--- config.mk ---
export PLATFORM = sky130hd
export DESIGN_NAME = mux_pin_bank
export DESIGN_NICKNAME = d
export VERILOG_FILES = /design/src/rtl/mux_pin_bank.sv
export SDC_FILE = /design/constraint.sdc
export NUM_CORES = 1
export LEC_CHECK = 0
export CAP_MARGIN = 0
export CORE_UTILIZATION = 55
export DETAILED_ROUTE_END_ITERATION = 6
export GPL_TIMING_DRIVEN = 1
export PLACE_DENSITY = 0.86
export RECOVER_POWER = 50
export SYNTH_ARGS = -nofsm -noshare
export SYNTH_HDL_FRONTEND = slang
export SYNTH_SLANG_ARGS = --single-unit
--- constraint.sdc ---
create_clock -name clk -period 4.4 [get_ports clk]
set_input_delay 0.66 -clock clk [delete_from_list [all_inputs] [get_ports clk]]
set_output_delay 0.66 -clock clk [all_outputs]
set_load 0.005 [all_outputs]
--- src/rtl/mux_pin_bank.sv ---
// Bank of NUM_CH registered 2:1 mux channels routed onto NUM_PINS bidirectional pads.
// The pin mapping lives in a shadow set and is committed through an IDLE/TRI/LOAD sequence.
module mux_pin_bank #(
  parameter int NUM_PINS    = 12,
  parameter int NUM_CH      = 3,
  parameter int SYNC_STAGES = 2,
  parameter int TRI_CYCLES  = 2,
  parameter int PW          = $clog2(NUM_PINS),
  localparam int CHW        = (NUM_CH > 1) ? $clog2(NUM_CH) : 1
) (
  input  logic                clk,
  input  logic                rst,
  input  logic [NUM_PINS-1:0] pin_in,
  output logic [NUM_PINS-1:0] pin_out,
  output logic [NUM_PINS-1:0] pin_dir,
  input  logic                cfg_we,
  input  logic [CHW-1:0]      cfg_ch,
  input  logic [2:0]          cfg_field,
  input  logic [PW-1:0]       cfg_pin,
  input  logic                cfg_commit,
  output logic                cfg_busy,
  output logic                cfg_err
);

  localparam int TCW = (TRI_CYCLES > 1) ? $clog2(TRI_CYCLES) : 1;

  typedef logic [PW-1:0] pin_t;
  typedef enum logic [1:0] {ST_IDLE, ST_TRI, ST_LOAD} state_e;

  state_e              state_q, state_d;
  logic [TCW-1:0]      cnt_q, cnt_d;
  logic                err_q, err_d;

  pin_t                sh_d0_q  [NUM_CH];
  pin_t                sh_d1_q  [NUM_CH];
  pin_t                sh_sel_q [NUM_CH];
  pin_t                sh_out_q [NUM_CH];
  logic [NUM_CH-1:0]   sh_en_q;

  pin_t                act_d0_q  [NUM_CH];
  pin_t                act_d1_q  [NUM_CH];
  pin_t                act_sel_q [NUM_CH];
  pin_t                act_out_q [NUM_CH];
  logic [NUM_CH-1:0]   act_en_q;

  logic [NUM_PINS-1:0] sync_q [SYNC_STAGES];
  logic [NUM_PINS-1:0] sync_last;
  logic [NUM_CH-1:0]   ch_q, ch_d;

  logic                wr_ok, wr_err, load_err;
  logic [NUM_CH-1:0]   en_eff;

  assign sync_last = sync_q[SYNC_STAGES-1];

  always_comb begin
    wr_ok  = cfg_we && (state_q == ST_IDLE) && (32'(cfg_ch) < NUM_CH)
             && (32'(cfg_pin) < NUM_PINS) && (cfg_field <= 3'd4);
    wr_err = cfg_we && !wr_ok;
  end

  // A channel that would drive one of its own input pins is kept disabled.
  always_comb begin
    load_err = 1'b0;
    en_eff   = '0;
    for (int k = 0; k < NUM_CH; k++) begin
      if (sh_en_q[k]) begin
        if ((sh_out_q[k] == sh_d0_q[k]) || (sh_out_q[k] == sh_d1_q[k]) ||
            (sh_out_q[k] == sh_sel_q[k]))
          load_err = 1'b1;
        else
          en_eff[k] = 1'b1;
      end
    end
    for (int k = 1; k < NUM_CH; k++)
      for (int j = 0; j < k; j++)
        if (en_eff[j] && en_eff[k] && (sh_out_q[j] == sh_out_q[k]))
          load_err = 1'b1;
  end

  always_comb begin
    ch_d = '0;
    if (state_q != ST_LOAD)
      for (int k = 0; k < NUM_CH; k++)
        if (act_en_q[k])
          ch_d[k] = sync_last[act_sel_q[k]] ? sync_last[act_d1_q[k]] : sync_last[act_d0_q[k]];
  end

  always_comb begin
    state_d = state_q;
    cnt_d   = cnt_q;
    case (state_q)
      ST_IDLE: begin
        if (cfg_commit) begin
          state_d = ST_TRI;
          cnt_d   = '0;
        end
      end
      ST_TRI: begin
        if (32'(cnt_q) == TRI_CYCLES - 1) state_d = ST_LOAD;
        else                               cnt_d   = cnt_q + TCW'(1);
      end
      ST_LOAD: state_d = ST_IDLE;
      default: state_d = ST_IDLE;
    endcase
    err_d = err_q | wr_err | ((state_q == ST_LOAD) & load_err);
  end

  always_ff @(posedge clk) begin
    if (rst) begin
      state_q  <= ST_IDLE;
      cnt_q    <= '0;
      err_q    <= 1'b0;
      ch_q     <= '0;
      sh_en_q  <= '0;
      act_en_q <= '0;
      for (int k = 0; k < NUM_CH; k++) begin
        sh_d0_q[k]   <= pin_t'(3*k);
        sh_d1_q[k]   <= pin_t'(3*k + 1);
        sh_sel_q[k]  <= pin_t'(3*k + 2);
        sh_out_q[k]  <= pin_t'(3*NUM_CH + k);
        act_d0_q[k]  <= pin_t'(3*k);
        act_d1_q[k]  <= pin_t'(3*k + 1);
        act_sel_q[k] <= pin_t'(3*k + 2);
        act_out_q[k] <= pin_t'(3*NUM_CH + k);
      end
      for (int s = 0; s < SYNC_STAGES; s++) sync_q[s] <= '0;
    end else begin
      state_q <= state_d;
      cnt_q   <= cnt_d;
      err_q   <= err_d;
      ch_q    <= ch_d;
      sync_q[0] <= pin_in;
      for (int s = 1; s < SYNC_STAGES; s++) sync_q[s] <= sync_q[s-1];
      for (int k = 0; k < NUM_CH; k++) begin
        if (wr_ok && (32'(cfg_ch) == k)) begin
          case (cfg_field)
            3'd0:    sh_d0_q[k]  <= cfg_pin;
            3'd1:    sh_d1_q[k]  <= cfg_pin;
            3'd2:    sh_sel_q[k] <= cfg_pin;
            3'd3:    sh_out_q[k] <= cfg_pin;
            3'd4:    sh_en_q[k]  <= cfg_pin[0];
            default: ;
          endcase
        end
      end
      if (state_q == ST_LOAD) begin
        act_d0_q  <= sh_d0_q;
        act_d1_q  <= sh_d1_q;
        act_sel_q <= sh_sel_q;
        act_out_q <= sh_out_q;
        act_en_q  <= en_eff;
      end
    end
  end

  // Walk channels high to low so the lowest index wins a shared out pin.
  always_comb begin
    pin_dir = '1;
    pin_out = '0;
    if (state_q == ST_IDLE) begin
      for (int k = NUM_CH - 1; k >= 0; k--) begin
        if (act_en_q[k]) begin
          pin_dir[act_out_q[k]] = 1'b0;
          pin_out[act_out_q[k]] = ch_q[k];
        end
      end
    end
  end

  assign cfg_busy = (state_q != ST_IDLE);
  assign cfg_err  = err_q;

endmodule

# Word-level counts from Yosys, hierarchy flattened
# Memory sizes are Yosys's and may differ from the RTL's.
# Cells that the tools add are included.
[totals] reg_bits=109 ramBits=24 in_bits=25 out_inout_bits=26 word_cells=208 n_memories=1
[memory_table] name="sync_q" words=2 width=12 read_ports=2 rd_ports_with_merged_regs=0 write_ports=2 line_no="46" text="logic [NUM_PINS-1:0] sync_q [SYNC_STAGES];"
[op_classes] add_sub_neg=1 order_cmp=18 eq_ne=23 n_mux=67 n_bitwise=15 n_reduce_logical=49
[op_table] op="12-bit 2-to-1 mux" count=14
[op_table] op="4-bit by 5-bit less-than comparator with 1-bit output, second input constant" count=12
[op_table] op="4-bit == test" count=12
[op_table] op="12-bit bitwise AND" count=3
[op_table] op="1-bit binary-select mux with 4-bit select" count=9
[op_table] op="12-bit NOT" count=3
[op_table] op="1-bit 2-to-1 mux" count=35
[op_table] op="2-bit AND reduction" count=17
[op_table] op="12-bit bitwise mux" count=2
[op_table] op="1-bit logical AND" count=17
[op_table] op="1-bit demux with 4-bit select" count=3
[op_table] op="4-bit by 1-bit >= comparator with 1-bit output, second input constant" count=3
[op_table] op="3-bit OR reduction" count=3
[op_table] op="3-bit by 2-bit == test with 1-bit output, second input constant" count=2
[op_table] op="1-bit logical OR" count=6
[op_table] op="2-bit inequality test, second input constant" count=3
[op_table] op="2-bit by 1-bit == test with 1-bit output, second input constant" count=2
[op_table] op="2-bit == test, second input constant" count=2
[op_table] op="2-bit zero test" count=2
[op_table] op="4-bit less-than comparator, second input constant" count=1
[op_table] op="2-bit 2-to-1 mux" count=2
[op_table] op="1-bit NOT" count=4
[op_table] op="1-bit OR" count=4
[op_table] op="2-bit one-hot mux with 2 select lines" count=1
[op_table] op="other kinds (10)" count=11

# Depth between registers and ports, before layout
[depth] depth_word=14 mapped_depth=8 ltp_nobuf=6

# Least setup slack after synthesis
# Ideal clock, no wire load.
[synth_path] path_type="input port to flip-flop" start="in cfg_field[0]" end="reg sh_d0_q[5] (netlist name)" setup_time_ns=0.120 arrival_time_ns=2.216 required_ns=4.280 slack_ns=2.064 path_stages=8 path_buffers=2 path_cell_list="buf_4 > o21ai_2 > nand4_2 > or3b_1 > buf_2 > nor4_4 > nor2b_1 > a211o_1"
[synth_between] elab_chain_cells=4 word_cells_on_any_way=5 cone_classes="order compare: 1; reduce/logical: 4"
[synth_rtl] item="start: declaration" line_no="18" text="input logic [2:0] cfg_field,"
[synth_rtl] item="3-bit <= comparator" line_no="57" text="&& (32'(cfg_pin) < NUM_PINS) && (cfg_field <= 3'd4);"
[synth_rtl] item="1-bit logical AND" line_no="57"
[synth_rtl] item="1-bit logical AND" line_no="135" text="if (wr_ok && (32'(cfg_ch) == k)) begin"
[synth_rtl] item="2-bit AND reduction (no line) *"
[synth_rtl] item="end signal: indexed assignment" line_no="117" text="sh_d0_q[k] <= pin_t'(3*k);"
[synth_rtl] item="end signal: indexed assignment" line_no="137" text="3'd0: sh_d0_q[k] <= cfg_pin;"
[synth_rtl] item="end: declaration" line_no="34" text="pin_t sh_d0_q [NUM_CH];"
# Mark *: on every way between the ends. The rest lies on a longest branch, timed or not.
# A chain may end at the register's enable or synchronous reset.

# Final worst setup path
[layout_path] start="reg act_en_q[2]" end="out pin_out[0]"
[layout_between] elab_chain_cells=8
[layout_rtl] item="start: declaration" line_no="44" text="logic [NUM_CH-1:0] act_en_q;"
[layout_rtl] item="start signal: assignment" line_no="151" text="act_en_q <= en_eff;"
[layout_rtl] item="12-bit 2-to-1 mux *" line_no="162" text="if (act_en_q[k]) begin"
[layout_rtl] item="12-bit 2-to-1 mux *" line_no="160" text="if (state_q == ST_IDLE) begin"
[layout_rtl] item="12-bit bitwise mux" line_no="164" text="pin_out[act_out_q[k]] = ch_q[k];"
[layout_rtl] item="12-bit 2-to-1 mux *" line_no="162"
[layout_rtl] item="12-bit 2-to-1 mux *" line_no="160"
[layout_rtl] item="12-bit bitwise mux" line_no="164"
[layout_rtl] item="12-bit 2-to-1 mux *" line_no="162"
[layout_rtl] item="12-bit 2-to-1 mux *" line_no="160"
[layout_rtl] item="end: declaration" line_no="14" text="output logic [NUM_PINS-1:0] pin_out,"
# Mark *: on every way between the ends. The rest lies on a longest branch, timed or not. The select of a mux whose other input is x is not followed.

==> results.toml <==
[route]
drt_iter0_markers = 765
vias = 5832
viasPerCell = 6.13
wire_per_inst_um = 18.3
drt_first_pass_iters = 5
drc = 0
ant_nets = 0
drt_wl_total_um = 17400

[synth]
synth_compound_area_frac = 0.113
synth_warnings = 0
async_reset_ff_frac = 0
netlist_area_mm2 = 0.00677
avgSynthCellArea_um2 = 8.71
synth-adder-area-share = 0
synth_ff_type = "dfxtp_1"
synth_xor_area_frac = 0.0621
ys_seq_area_frac = 0.393
muxShareOfSynthArea = 0.145
synth-simple-area-share = 0.250
synth_edf_count = 0
synth_top_family_by_area = "simple AND/OR/NAND/NOR gates"
synth.ff_latch_count = 133
postSynthCellCount = 777
syn_nets = 802
ys_types = 44

[clock_tree]
cts_resized = 0
post_cts_buffers = 0
cts.path.max_buffers = 2
cts.sink_count = 133
clk_latency_ps = 420
ctsHoldBuffers = 0
cts-buffers-inserted = 17
cts_tree = "built"
h-tree-depth = 4
cts-root-buf = "clkbuf_16"
clkSlewWorstSetupHoldPaths_ps = 60

[floorplanning]
die_w_um = 113
io_pins = 51
core_mm2 = 0.0120
initial_utilization = 0.564
die_y_um = 113
std_cell_rows = 40
design.die.area_mm2 = 0.0128

[power_and_ir_drop]
total_leakage_power_uw = 0.00284
p_total_uw = 2900
powerDensity_mw_per_mm2 = 368
ir_drop_mv = 0.212

[place]
port_buffers = 50
dp_hpwl_um = 11300
gp_congestion = 0.929

[critical_path]
critPathMaxStageDelay_ps = 540
crit_fanout = 7
crit_buf_inv = 2
startpoint_type = "flip-flop"
cp.required_ps = 3740
worstSetupPathDepth = 7
rr_startpoint = "state_q[0]"
criticalPathCategory = "flip-flop to output port"
reg2regPathDepth = 6
arrival_ps = 2680
critPathTopFamily = "simple AND/OR/NAND/NOR gates"
slowest_stage = "or3b_2"
crit_path_end_kind = "output port"
crit_chain = "or3b_2 > inv_1 > nand2_1 > o311ai_0 > o21ai_0 > nor2_1 > clkdlybuf4s50_1"
crit_start = "act_en_q[2]"

[finish]
multiInputGateArea_mm2 = 0.00387
fill_cells = 895
syn2layout_area_growth_pct = 16.4
drive_gt1_frac = 0.0908
finalNetCount = 816
antennaDiodeCount = 0
utilization = 0.656
ff_latch_area_mm2 = 0.00266

[timing]
tns_ps = 0
min_period_over_period = 0.759
setup_viol = 0
grt_setup_unrepaired = "no"
fmax_mhz = 299
slew_violations = 51
skew_ps = 5.47
hold_ws_ps = 435
maxSlewHeadroom = -0.341
fin_crit_ps = 3340
hold_viol_final = 0
worst_slew_pin_slew_ps = 2010

[run_status]
outcome = "finished with violations"
violations = "max-capacitance violations, max-slew violations"

[global_routing]
antenna_found_initial = 0
grt_pass1_wl_um = 28000
first_global_vias = 5448
grt_max_degree = 72
gr-total-overflow = 0
track_usage = 0.284

[hold_path]
hold_path_class = "flip-flop to flip-flop"
hold_depth = 1
hp-start = "sync_q[0][2]"

[run]
maxCapViolCount = 1
final cells by class:
class / instances / area share
clock inverters: 14 / 0.0256
well taps: 147 / 0.0233
multi-input cells: 581 / 0.491
repair buffers: 51 / 0.0637
flip-flops and latches: 133 / 0.338
inverters: 7 / 0.00333
clock buffers: 18 / 0.0557
worst paths after layout:
path | end | slack (ps)
worst max-delay path | pin_out[0] | 1060
worst min-delay path | sync_q[0][14] | 430
worst max register to register | sh_d0_q[9] | 1800
worst min register to register | sync_q[0][14] | 430
registers in the layout, indices dropped and copies added, names as in the netlist:
register	count
act_d0_q	12
act_d1_q	12
act_en_q	3
act_out_q	12
act_sel_q	12
cfg_err	1
ch_q	3
cnt_q	1
sh_d0_q	12
sh_d1_q	12
sh_en_q	3
sh_out_q	12
sh_sel_q	12
state_q	2
sync_q	24
through the flow:
step           std cells  cell area, µm²  worst slack [ps]
6_report             951            7880              1060
5_1_grt              951            7880               895
4_1_cts              951            7890              1090
3_5_place_dp         919            7250              1220
3_3_place_gp         919            7250              1340
2_1_floorplan        777            6770              2060
cells in the final DEF (no fill, tap or decap), types with 3 or more instances in the layout:
cell type	n
nand2_1	141
dfxtp_1	133
nor2_1	56
a21oi_1	51
clkdlybuf4s50_1	47
o21ai_0	46
xor2_1	45
nand3b_1	36
mux2i_1	36
nor2b_1	30
mux4_2	27
nor3_1	20
clkbuf_16	17
nand3_1	14
a211oi_1	9
nor4_1	9
o211ai_1	8
inv_1	7
a211o_1	6
clkinv_4	6
nand2b_1	5
nor2_2	4
bufinv_16	4
nand4b_1	3
o311ai_0	3
or3b_1	3
or3_1	3
xnor2_1	3
o2111a_1	3
cells by family after synthesis:
kind of cell              count (synthesis)
xor gates and xnor gates                 48
AOI/OAI and AO/OA                       131
muxes                                    64
DFF                                     133
and+or+nand+nor                         338
buffers and inverters                    63
metal layers:
| layer | up-vias | wire length, µm | track usage |
|---|---|---|---|
| met5 | - | 0 | 0 |
| met4 | 0 | 821 | 0.165 |
| met3 | 83 | 1450 | 0.0643 |
| met2 | 321 | 8430 | 0.486 |
| met1 | 2692 | 6710 | 0.329 |
| li1 | 2736 | - | - |
synth_stat cells, types with 7 or more instances:
cell	number	area, µm²
nand2_1	141	529
nor2b_1	31	194
nand3b_1	36	270
inv_1	7	26.3
nor2_1	56	210
mux2i_1	36	360
o21ai_0	46	230
a211oi_1	9	67.6
nand3_1	14	70.1
mux4_2	27	608
a21oi_1	51	255
clkbuf_1	49	184
o211ai_1	8	60.1
nor3_1	20	100
xor2_1	45	394
dfxtp_1	133	2660
nor4_1	9	56.3
power breakdown:
part | internal, µW | switching [µW] | leakage, µW
Combinational | 63.7 | 72.8 | 0.00146
Clock | 968 | 545 | 0.000307
Sequential | 1220 | 25.8 | 0.00108
No activity file was read; power rests on OpenSTA's default activity.
